===== src/rtl/riscv_pkg.sv =====
// Shared RISC-V constants and the fetch buffer entry type used by the fetch stage.
package riscv_pkg;

  localparam int XLEN = 32;
  localparam int ILEN = 32;

  localparam logic [XLEN-1:0] RESET_PC_DEFAULT = 32'h0000_0000;
  localparam logic [ILEN-1:0] INSTR_NOP        = 32'h0000_0013;

  typedef struct packed {
    logic [ILEN-1:0] instr;
    logic [XLEN-1:0] pc;
  } fetch_entry_t;

  // Instruction addresses are word aligned; the two low bits are dropped.
  function automatic logic [XLEN-1:0] alignWord(input logic [XLEN-1:0] addr);
    return addr & ~XLEN'(3);
  endfunction

endpackage


===== src/rtl/instr_fetch_if.sv =====
// Fetch stage bus: instruction memory port, redirect request and fetch/decode handshake.
interface instr_fetch_if;
  import riscv_pkg::*;

  logic [XLEN-1:0] imem_addr;
  logic [ILEN-1:0] imem_instr;
  logic            redirect_valid;
  logic [XLEN-1:0] redirect_target;
  logic            fd_valid;
  logic            fd_ready;
  logic [ILEN-1:0] fd_instr;
  logic [XLEN-1:0] fd_pc;

  modport master (
    output imem_addr, fd_valid, fd_instr, fd_pc,
    input  imem_instr, redirect_valid, redirect_target, fd_ready
  );

  modport slave (
    input  imem_addr, fd_valid, fd_instr, fd_pc,
    output imem_instr, redirect_valid, redirect_target, fd_ready
  );

endinterface


===== src/rtl/fetch_buffer.sv =====
// Power-of-two deep FIFO of fetched (instr, pc) pairs with a flush that overrides push and pop.
module fetch_buffer
  import riscv_pkg::*;
#(
  parameter int DEPTH = 2
) (
  input  logic                   clk,
  input  logic                   rst_n,
  input  logic                   i_flush,
  input  logic                   i_push,
  input  fetch_entry_t           i_push_entry,
  input  logic                   i_pop,
  output logic                   o_valid,
  output fetch_entry_t           o_head,
  output logic [$clog2(DEPTH):0] o_count
);

  localparam int AW = $clog2(DEPTH);
  localparam fetch_entry_t EMPTY_ENTRY = '{instr: INSTR_NOP, pc: '0};

  fetch_entry_t  r_mem [DEPTH];
  logic [AW-1:0] r_wr_ptr;
  logic [AW-1:0] r_rd_ptr;
  logic [AW:0]   r_count;
  logic          w_do_push;
  logic          w_do_pop;

  assign w_do_push = i_push && !i_flush;
  assign w_do_pop  = i_pop && !i_flush && (r_count != '0);

  always_ff @(posedge clk or negedge rst_n) begin
    if (!rst_n) begin
      r_wr_ptr <= '0;
      r_rd_ptr <= '0;
      r_count  <= '0;
    end else if (i_flush) begin
      r_wr_ptr <= '0;
      r_rd_ptr <= '0;
      r_count  <= '0;
    end else begin
      if (w_do_push) r_wr_ptr <= r_wr_ptr + AW'(1);
      if (w_do_pop)  r_rd_ptr <= r_rd_ptr + AW'(1);
      r_count <= r_count + (AW+1)'(w_do_push) - (AW+1)'(w_do_pop);
    end
  end

  // Storage needs no reset: the head is masked to a NOP whenever the FIFO is empty.
  always_ff @(posedge clk) begin
    if (w_do_push) r_mem[r_wr_ptr] <= i_push_entry;
  end

  assign o_valid = (r_count != '0);
  assign o_head  = o_valid ? r_mem[r_rd_ptr] : EMPTY_ENTRY;
  assign o_count = r_count;

endmodule


===== src/rtl/instr_fetch.sv =====
// Fetch stage: PC register, one-deep memory request tracking, squash on redirect and output FIFO.
module instr_fetch
  import riscv_pkg::*;
#(
  parameter logic [XLEN-1:0] RESET_PC  = RESET_PC_DEFAULT,
  parameter int              BUF_DEPTH = 2
) (
  input logic            clk,
  input logic            rst_n,
  instr_fetch_if.master  bus
);

  localparam int AW = $clog2(BUF_DEPTH);

  logic [XLEN-1:0] r_pc;
  logic [XLEN-1:0] r_inflight_pc;
  logic            r_inflight;
  logic            w_pop;
  logic            w_push;
  logic            w_issue;
  logic            w_valid;
  logic [AW:0]     w_count;
  logic [AW+1:0]   w_occupancy;
  fetch_entry_t    w_push_entry;
  fetch_entry_t    w_head;

  // Issue only when the response is guaranteed a slot, counting the entry leaving this edge.
  assign w_pop       = w_valid && bus.fd_ready;
  assign w_occupancy = {1'b0, w_count} + (AW+2)'(r_inflight) - (AW+2)'(w_pop);
  assign w_issue     = w_occupancy < (AW+2)'(BUF_DEPTH);
  assign w_push      = r_inflight && !bus.redirect_valid;

  always_ff @(posedge clk or negedge rst_n) begin
    if (!rst_n) begin
      r_pc          <= alignWord(RESET_PC);
      r_inflight    <= 1'b0;
      r_inflight_pc <= '0;
    end else if (bus.redirect_valid) begin
      r_pc       <= alignWord(bus.redirect_target);
      r_inflight <= 1'b0;
    end else if (w_issue) begin
      r_pc          <= r_pc + XLEN'(4);
      r_inflight    <= 1'b1;
      r_inflight_pc <= r_pc;
    end else begin
      r_inflight <= 1'b0;
    end
  end

  assign w_push_entry.instr = bus.imem_instr;
  assign w_push_entry.pc    = r_inflight_pc;

  fetch_buffer #(
    .DEPTH (BUF_DEPTH)
  ) u_buffer (
    .clk          (clk),
    .rst_n        (rst_n),
    .i_flush      (bus.redirect_valid),
    .i_push       (w_push),
    .i_push_entry (w_push_entry),
    .i_pop        (w_pop),
    .o_valid      (w_valid),
    .o_head       (w_head),
    .o_count      (w_count)
  );

  assign bus.imem_addr = r_pc;
  assign bus.fd_valid  = w_valid;
  assign bus.fd_instr  = w_head.instr;
  assign bus.fd_pc     = w_head.pc;

endmodule


===== src/flat_wrapper.sv =====
// flat-port wrapper written by rule: the top's interface ports become plain ports
module instr_fetch_flat import riscv_pkg::*;
#(
  parameter logic [XLEN-1:0] RESET_PC  = RESET_PC_DEFAULT,
  parameter int              BUF_DEPTH = 2
)
  (clk, rst_n, bus_imem_addr, bus_fd_valid, bus_fd_instr, bus_fd_pc, bus_imem_instr, bus_redirect_valid, bus_redirect_target, bus_fd_ready);
  instr_fetch_if bus_i ();
  input logic clk;
  input logic rst_n;
  output wire logic [$bits(bus_i.imem_addr)-1:0] bus_imem_addr;
  output wire logic [$bits(bus_i.fd_valid)-1:0] bus_fd_valid;
  output wire logic [$bits(bus_i.fd_instr)-1:0] bus_fd_instr;
  output wire logic [$bits(bus_i.fd_pc)-1:0] bus_fd_pc;
  input wire logic [$bits(bus_i.imem_instr)-1:0] bus_imem_instr;
  input wire logic [$bits(bus_i.redirect_valid)-1:0] bus_redirect_valid;
  input wire logic [$bits(bus_i.redirect_target)-1:0] bus_redirect_target;
  input wire logic [$bits(bus_i.fd_ready)-1:0] bus_fd_ready;
  assign bus_imem_addr = bus_i.imem_addr;
  assign bus_fd_valid = bus_i.fd_valid;
  assign bus_fd_instr = bus_i.fd_instr;
  assign bus_fd_pc = bus_i.fd_pc;
  assign bus_i.imem_instr = bus_imem_instr;
  assign bus_i.redirect_valid = bus_redirect_valid;
  assign bus_i.redirect_target = bus_redirect_target;
  assign bus_i.fd_ready = bus_fd_ready;
  instr_fetch #(.RESET_PC(RESET_PC), .BUF_DEPTH(BUF_DEPTH)) u_core (.clk(clk), .rst_n(rst_n), .bus(bus_i));
endmodule

===== config.mk =====
export PLATFORM = sky130hd
export DESIGN_NAME = instr_fetch_flat
export DESIGN_NICKNAME = d
export VERILOG_FILES = /design/src/rtl/riscv_pkg.sv /design/src/rtl/instr_fetch_if.sv /design/src/rtl/fetch_buffer.sv /design/src/rtl/instr_fetch.sv /design/src/flat_wrapper.sv
export SDC_FILE = /design/constraint.sdc
export NUM_CORES = 1
export LEC_CHECK = 0
export CAP_MARGIN = 20
export CORE_MARGIN = 2
export CORE_UTILIZATION = 51
export CTS_CLUSTER_DIAMETER = 60
export DETAILED_ROUTE_END_ITERATION = 8
export PLACE_DENSITY_LB_ADDON = 0.3
export RECOVER_POWER = 25
export SETUP_SLACK_MARGIN = 0.1
export SLEW_MARGIN = 20
export SYNTH_ARGS = -nofsm -noshare
export SYNTH_HDL_FRONTEND = slang
export SYNTH_SLANG_ARGS = --single-unit

===== constraint.sdc =====
create_clock -name clk -period 4.96 [get_ports clk]
set_input_delay 0.992 -clock clk [delete_from_list [all_inputs] [get_ports clk]]
set_output_delay 0.992 -clock clk [all_outputs]
set_load 0.005 [all_outputs]

# Word level (Yosys, flattened, before mapping)
# Memories as Yosys holds them, arrays and structs flattened.
# Index checks and enable logic that the tools add are counted.
# totals
ff_bits,69
latch_bits,0
ram_bits,128
romBits,0
inputBits,68
out_inout_bits,97
elab_cells,39
mem_count,1
# memory_table
name,depth,word_bits,read_ports,rd_ports_with_merged_regs,wr,line_no,source
u_core.u_buffer.r_mem,2,64,1,0,1,fetch_buffer.sv:21,fetch_entry_t r_mem [DEPTH];
# op_classes
n_addsub,7
multipliers,0
div,0
magnitude_cmp,1
eq_ne,0
shifts,0
mux,12
bitwise_logic,1
reduce_logical,11
# ops
cell,n
$mux W32,2
$mux W64,1
$add A32 B3 Y32 const B,1
$mux W1,8
$reduce_bool A2 Y1,4
$logic_and A1 B1 Y1,5
$add A2 B1 Y3,1
$lt A3 B2 Y1 const B,1
$sub A3 B1 Y3,1
$add A1 B1 Y1 const B,2
$add A2 B1 Y2,1
$mux W2,1
$reduce_and A2 Y1,1
$sub A2 B1 Y2,1
$logic_not A1 Y1,1
$not A1 Y1,1

# Longest topological paths before layout
# depth
depth_word,6
mapped_depth,15
depth_no_buf,11

# Hierarchy
# From an unflattened synthesis, not the netlist that was laid out.
# unflattened
cells_unflattened,588
area_unflattened_um2,8192.9
# by_module_without_submodules
mod,instances,cells_per_inst,area_per_inst_um2,seq_area_each_um2
fetch_buffer,1,292,5104.9,3943.8
instr_fetch,1,296,3088.0,1526.5

# Least setup slack after synthesis
# No wires, ideal clock.
# synth_path
path_type,input to register
start,input bus_redirect_valid
end,memory u_core.u_buffer.r_mem[0][10] (netlist bit) (enable)
setup_time_ns,0.482
t_arrival_ns,4.325
t_required_ns,4.478
path_slack_ns,0.153
stages,5
n_path_buf,2
path_cell_list,inv_1 > clkbuf_1 > clkbuf_1 > nand2_1 > nor2_1
# synth_between
elab_chain_cells,5
# synth_lines
item,line_no,source
"start, declared",flat_wrapper.sv:16,input wire logic [$bits(bus_i.redirect_valid)-1:0] bus_redirect_valid;
$logic_not A1 Y1 (*),"fetch_buffer.sv:28, instr_fetch.sv:31",
$logic_and A1 B1 Y1,instr_fetch.sv:31,assign w_push = r_inflight && !bus.redirect_valid;
$logic_and A1 B1 Y1 (*),fetch_buffer.sv:28,assign w_do_push = i_push && !i_flush;
$mux W1 (*),fetch_buffer.sv:49,if (w_do_push) r_mem[r_wr_ptr] <= i_push_entry;
$mux W1 (not written as such) (*),fetch_buffer.sv:49,
"end, declared",fetch_buffer.sv:21,
# Every way passes the cells marked *; elsewhere a longest branch is shown, timed or not.

# Worst setup path after layout
# layout_path
start,input bus_fd_ready
end,"register u_core.r_pc[11], in the netlist u_core.bus.imem_addr[11]"
# layout_between
elab_chain_cells,4
# layout_lines
item,line_no,source
"start, declared",flat_wrapper.sv:18,input wire logic [$bits(bus_i.fd_ready)-1:0] bus_fd_ready;
$logic_and A1 B1 Y1,instr_fetch.sv:28,assign w_pop = w_valid && bus.fd_ready;
$sub A3 B1 Y3,instr_fetch.sv:29,"assign w_occupancy = {1'b0, w_count} + (AW+2)'(r_inflight) - (AW+2)'(w_pop);"
$lt A3 B2 Y1,instr_fetch.sv:30,assign w_issue = w_occupancy < (AW+2)'(BUF_DEPTH);
$reduce_bool A2 Y1 (no line),-,
"end signal, assigned",instr_fetch.sv:35,r_pc <= alignWord(RESET_PC);
"end signal, assigned",instr_fetch.sv:39,r_pc <= alignWord(bus.redirect_target);
"end signal, assigned",instr_fetch.sv:42,r_pc <= r_pc + XLEN'(4);
"end, declared",instr_fetch.sv:15,logic [XLEN-1:0] r_pc;
# Every way passes these cells.
# A chain may end at the register's enable or synchronous reset.

==> metrics <==
status=complete, no violations; top fanout value on the critical path=35; Clock Sinks=189; Hold WC Path Type=reg2reg; crit path capture type=flip-flop; top cell type by total area after synthesis=edfxtp_1; Setup-failing EPs final=0; Area Overhead vs Synth=30.1%; placeable core region=0.0153 mm^2; storage element area=between 0.005 and 0.006 mm^2; largest delay contributor family on the critical path=simple AND/OR/NAND/NOR gates; Post-CTS Setup Repair Bufs=0; crit path cell chain=clkdlybuf4s50_1, nand2_1, inv_1, ha_1, nand2b_1, fa_1, nand4_1, or3_1, or4_1, a31oi_1; Syn Inst Count=roughly 600; global-route usage over all layers=20.7%; Syn. warnings=0; antenna cells=0; main flop type after synthesis=edfxtp_1; fmax=236 MHz; drt total wl=16900 um; ANT nets after route=0; complex-gate fraction of the synthesized area=4.46%; global-route wire length before repair=26600 um; post-CTS resize count=0; Syn Std Cell Area=0.00802 mm^2; CTS Root Cell=clkbuf_16; Die W=129 um; Synth async-reset ratio=34.4%; Slowest cell on crit path=or3_1; R2R Path End=u_core.bus.imem_addr[11]; Hold Fails Final Rpt=0; overall power=roughly 5.7 mW; total gr overflow=0; XOR/XNOR Fraction of Synth Area=1.53%; Reg2Reg Depth=11; Clock Pin Slew Worst Setup and Hold Paths=0.07 ns; Die Ht=129 um; syn avg cell area=13.3 um^2; remaining design rule violation count=0; multi-input combinational cell area=0.00248 mm^2; vias in the first global route=5190; Leak=3.63 nW; dpl hpwl=about 11000 um; final setup margin=0.721 ns; Seq/Total Area, Yosys=66.7%; CP Buf/Inv Count=2; Reg2Reg Launch Point=u_core.u_buffer.o_count[1]; slowest cell delay on critical path=0.77 ns; RSZ-0062 raised after global routing=no; CTS tree=yes; Nets=824; MaxCap Viol Count=0; Post-synth EDFFs=124; CTS buffer count=17; Worst Min Path Start=u_core.r_inflight_pc[6]; part of the cycle the worst path needs=between 80 and 90%; Req. time, crit path=5.29 ns; Hold Slack=~0.47 ns; Clock Skews=0.00594 ns; Pins Over Slew Limit=0; Layout fillers=1082; Cell Rows=45; Arr. time, crit path=4.57 ns; Rel. slew slack=between 20% and 30%; Final TNS setup=0 ns; port bufs=158; Via Count=5355; Final Critical Period=4.24 ns; drt pass-1 iters=5; Worst Setup Start Kind=input port; Yosys cell types=42; RePlAce Congestion=approximately 0.85; mux cell area share after synthesis=11.8%; Power Density=542 mW/mm^2; hold path endpoint=u_core.u_buffer.r_mem[0][6]; Top-Level Pins=165; Initial Util=52.5%; Via density=5.49; Synth Area in Adders=0.874%; Clock Tree Buf Depth=2; Worst VDD drop=0.271 mV; Placement Setup Slack=roughly 0.38 ns; Synth Register Bits=between 150 and 200; Starting DRT DRC Count=287; Worst-Margin Slew=about 1.1 ns; layout cells sized above 1=a little under a tenth; main combinational cell family by area after synthesis=simple AND/OR/NAND/NOR gates; Die Area=roughly 0.017 mm^2; CTS H-tree lvls=4; Hold Path Cell Cnt=0; Reg2Reg Setup Slack=around 0.90 ns; Worst Path Class, Setup=in2reg; DR WL/cell=17.3 um; post-synth top area share=46.4%; worst-skew pair later-pin latency=0.42 ns; Area contributors post-synth=edfxtp_1 (46%), dfrtp_1 (20%), mux2i_1 (8.0%); antenna violations before repair=0; Post-Synth Simple-Gate Area=11.9%; largest net degree at the start of global routing=64; number of hold buffers added after CTS=0
==> through the flow <==
step	utilization [%]	cell area, um^2	std cells
CTS	68.4	10400	975
floorplan	-	8030	605
detailed placement	64.1	9780	943
finish	68.3	10400	975
global route	68.3	10400	975
global placement	64.1	9780	943
==> final cells by class <==
cell class	count	area share [%]
multi-input cells	367	23.8
well taps	211	2.53
clock buffers	19	4.25
inverters	9	0.324
flip-flops and latches	189	51.3
repair buffers	167	15.8
clock inverters	13	2.00
==> power breakdown <==
group	internal (mW)	switching, mW
Sequential	2.12	0.316
Clock	0.911	0.565
Combinational	0.964	0.775
==> cells in the mapped netlist (all sizes together), types with 2 or more instances <==
cell type	count
mux2i	64
and3	4
nor3	6
or4	18
o211ai	4
nand4	16
nand3	14
ha	4
or3	3
clkbuf	29
mux2	27
and2	2
nand2b	3
edfxtp	124
nor2	84
nand2	34
o21ai	17
inv	9
buf	11
a31oi	13
nor4	5
and4	2
dfrtp	65
o31ai	13
xor2	7
nor2b	4
xnor2	7
a21oi	4
==> kinds of logic (layout without fill, tap and decap cells) <==
logic type,after synthesis,in the layout
flops,189,189
simple gates,197,197
fa+ha+maj,5,5
buf+inv,49,208
xor+xnor,14,14
mux,91,91
other cells,1,4
compound gates,56,56
==> placed cells by master (no fill, tap or decap), types with 18 or more instances in the layout <==
cell type,instances
clkdlybuf4s50_1,135
edfxtp_1,124
or4_1,18
dlygate4sd3_1,22
nand2_1,34
mux2i_1,64
dfrtp_1,64
mux2_2,27
nor2_1,82
==> routing by layer <==
layer / track usage, % / wire [um] / up-vias
li1: - / - / 2535
met1: 28.7 / 7600 / 2598
met2: 32.7 / 7930 / 203
met3: 4.54 / 1080 / 19
met4: 6.91 / 275 / 0
met5: 0 / 0 / -
==> worst max path at each step <==
stage	slack [ns]	to	cells after the start	start
CTS	0.76	u_core.bus.imem_addr[11]	10	bus_fd_ready
global placement	0.50	u_core.bus.imem_addr[26]	10	bus_fd_ready
finish	0.72	u_core.bus.imem_addr[11]	10	bus_fd_ready
floorplan	0.15	u_core.u_buffer.r_mem[0][10]	5	bus_redirect_valid
global route	0.57	u_core.bus.imem_addr[11]	10	bus_fd_ready
detailed placement	0.38	u_core.bus.imem_addr[11]	10	bus_fd_ready
==> registers in the layout, indices dropped and copies added (netlist names) <==
signal / count
u_core.bus.imem_addr: 30
u_core.u_buffer.o_count: 2
u_core.r_inflight: 1
u_core.u_buffer.r_mem: 124
u_core.r_inflight_pc: 30
u_core.u_buffer.r_wr_ptr: 1
u_core.u_buffer.r_rd_ptr: 1
(Power assumes the default switching activity.)
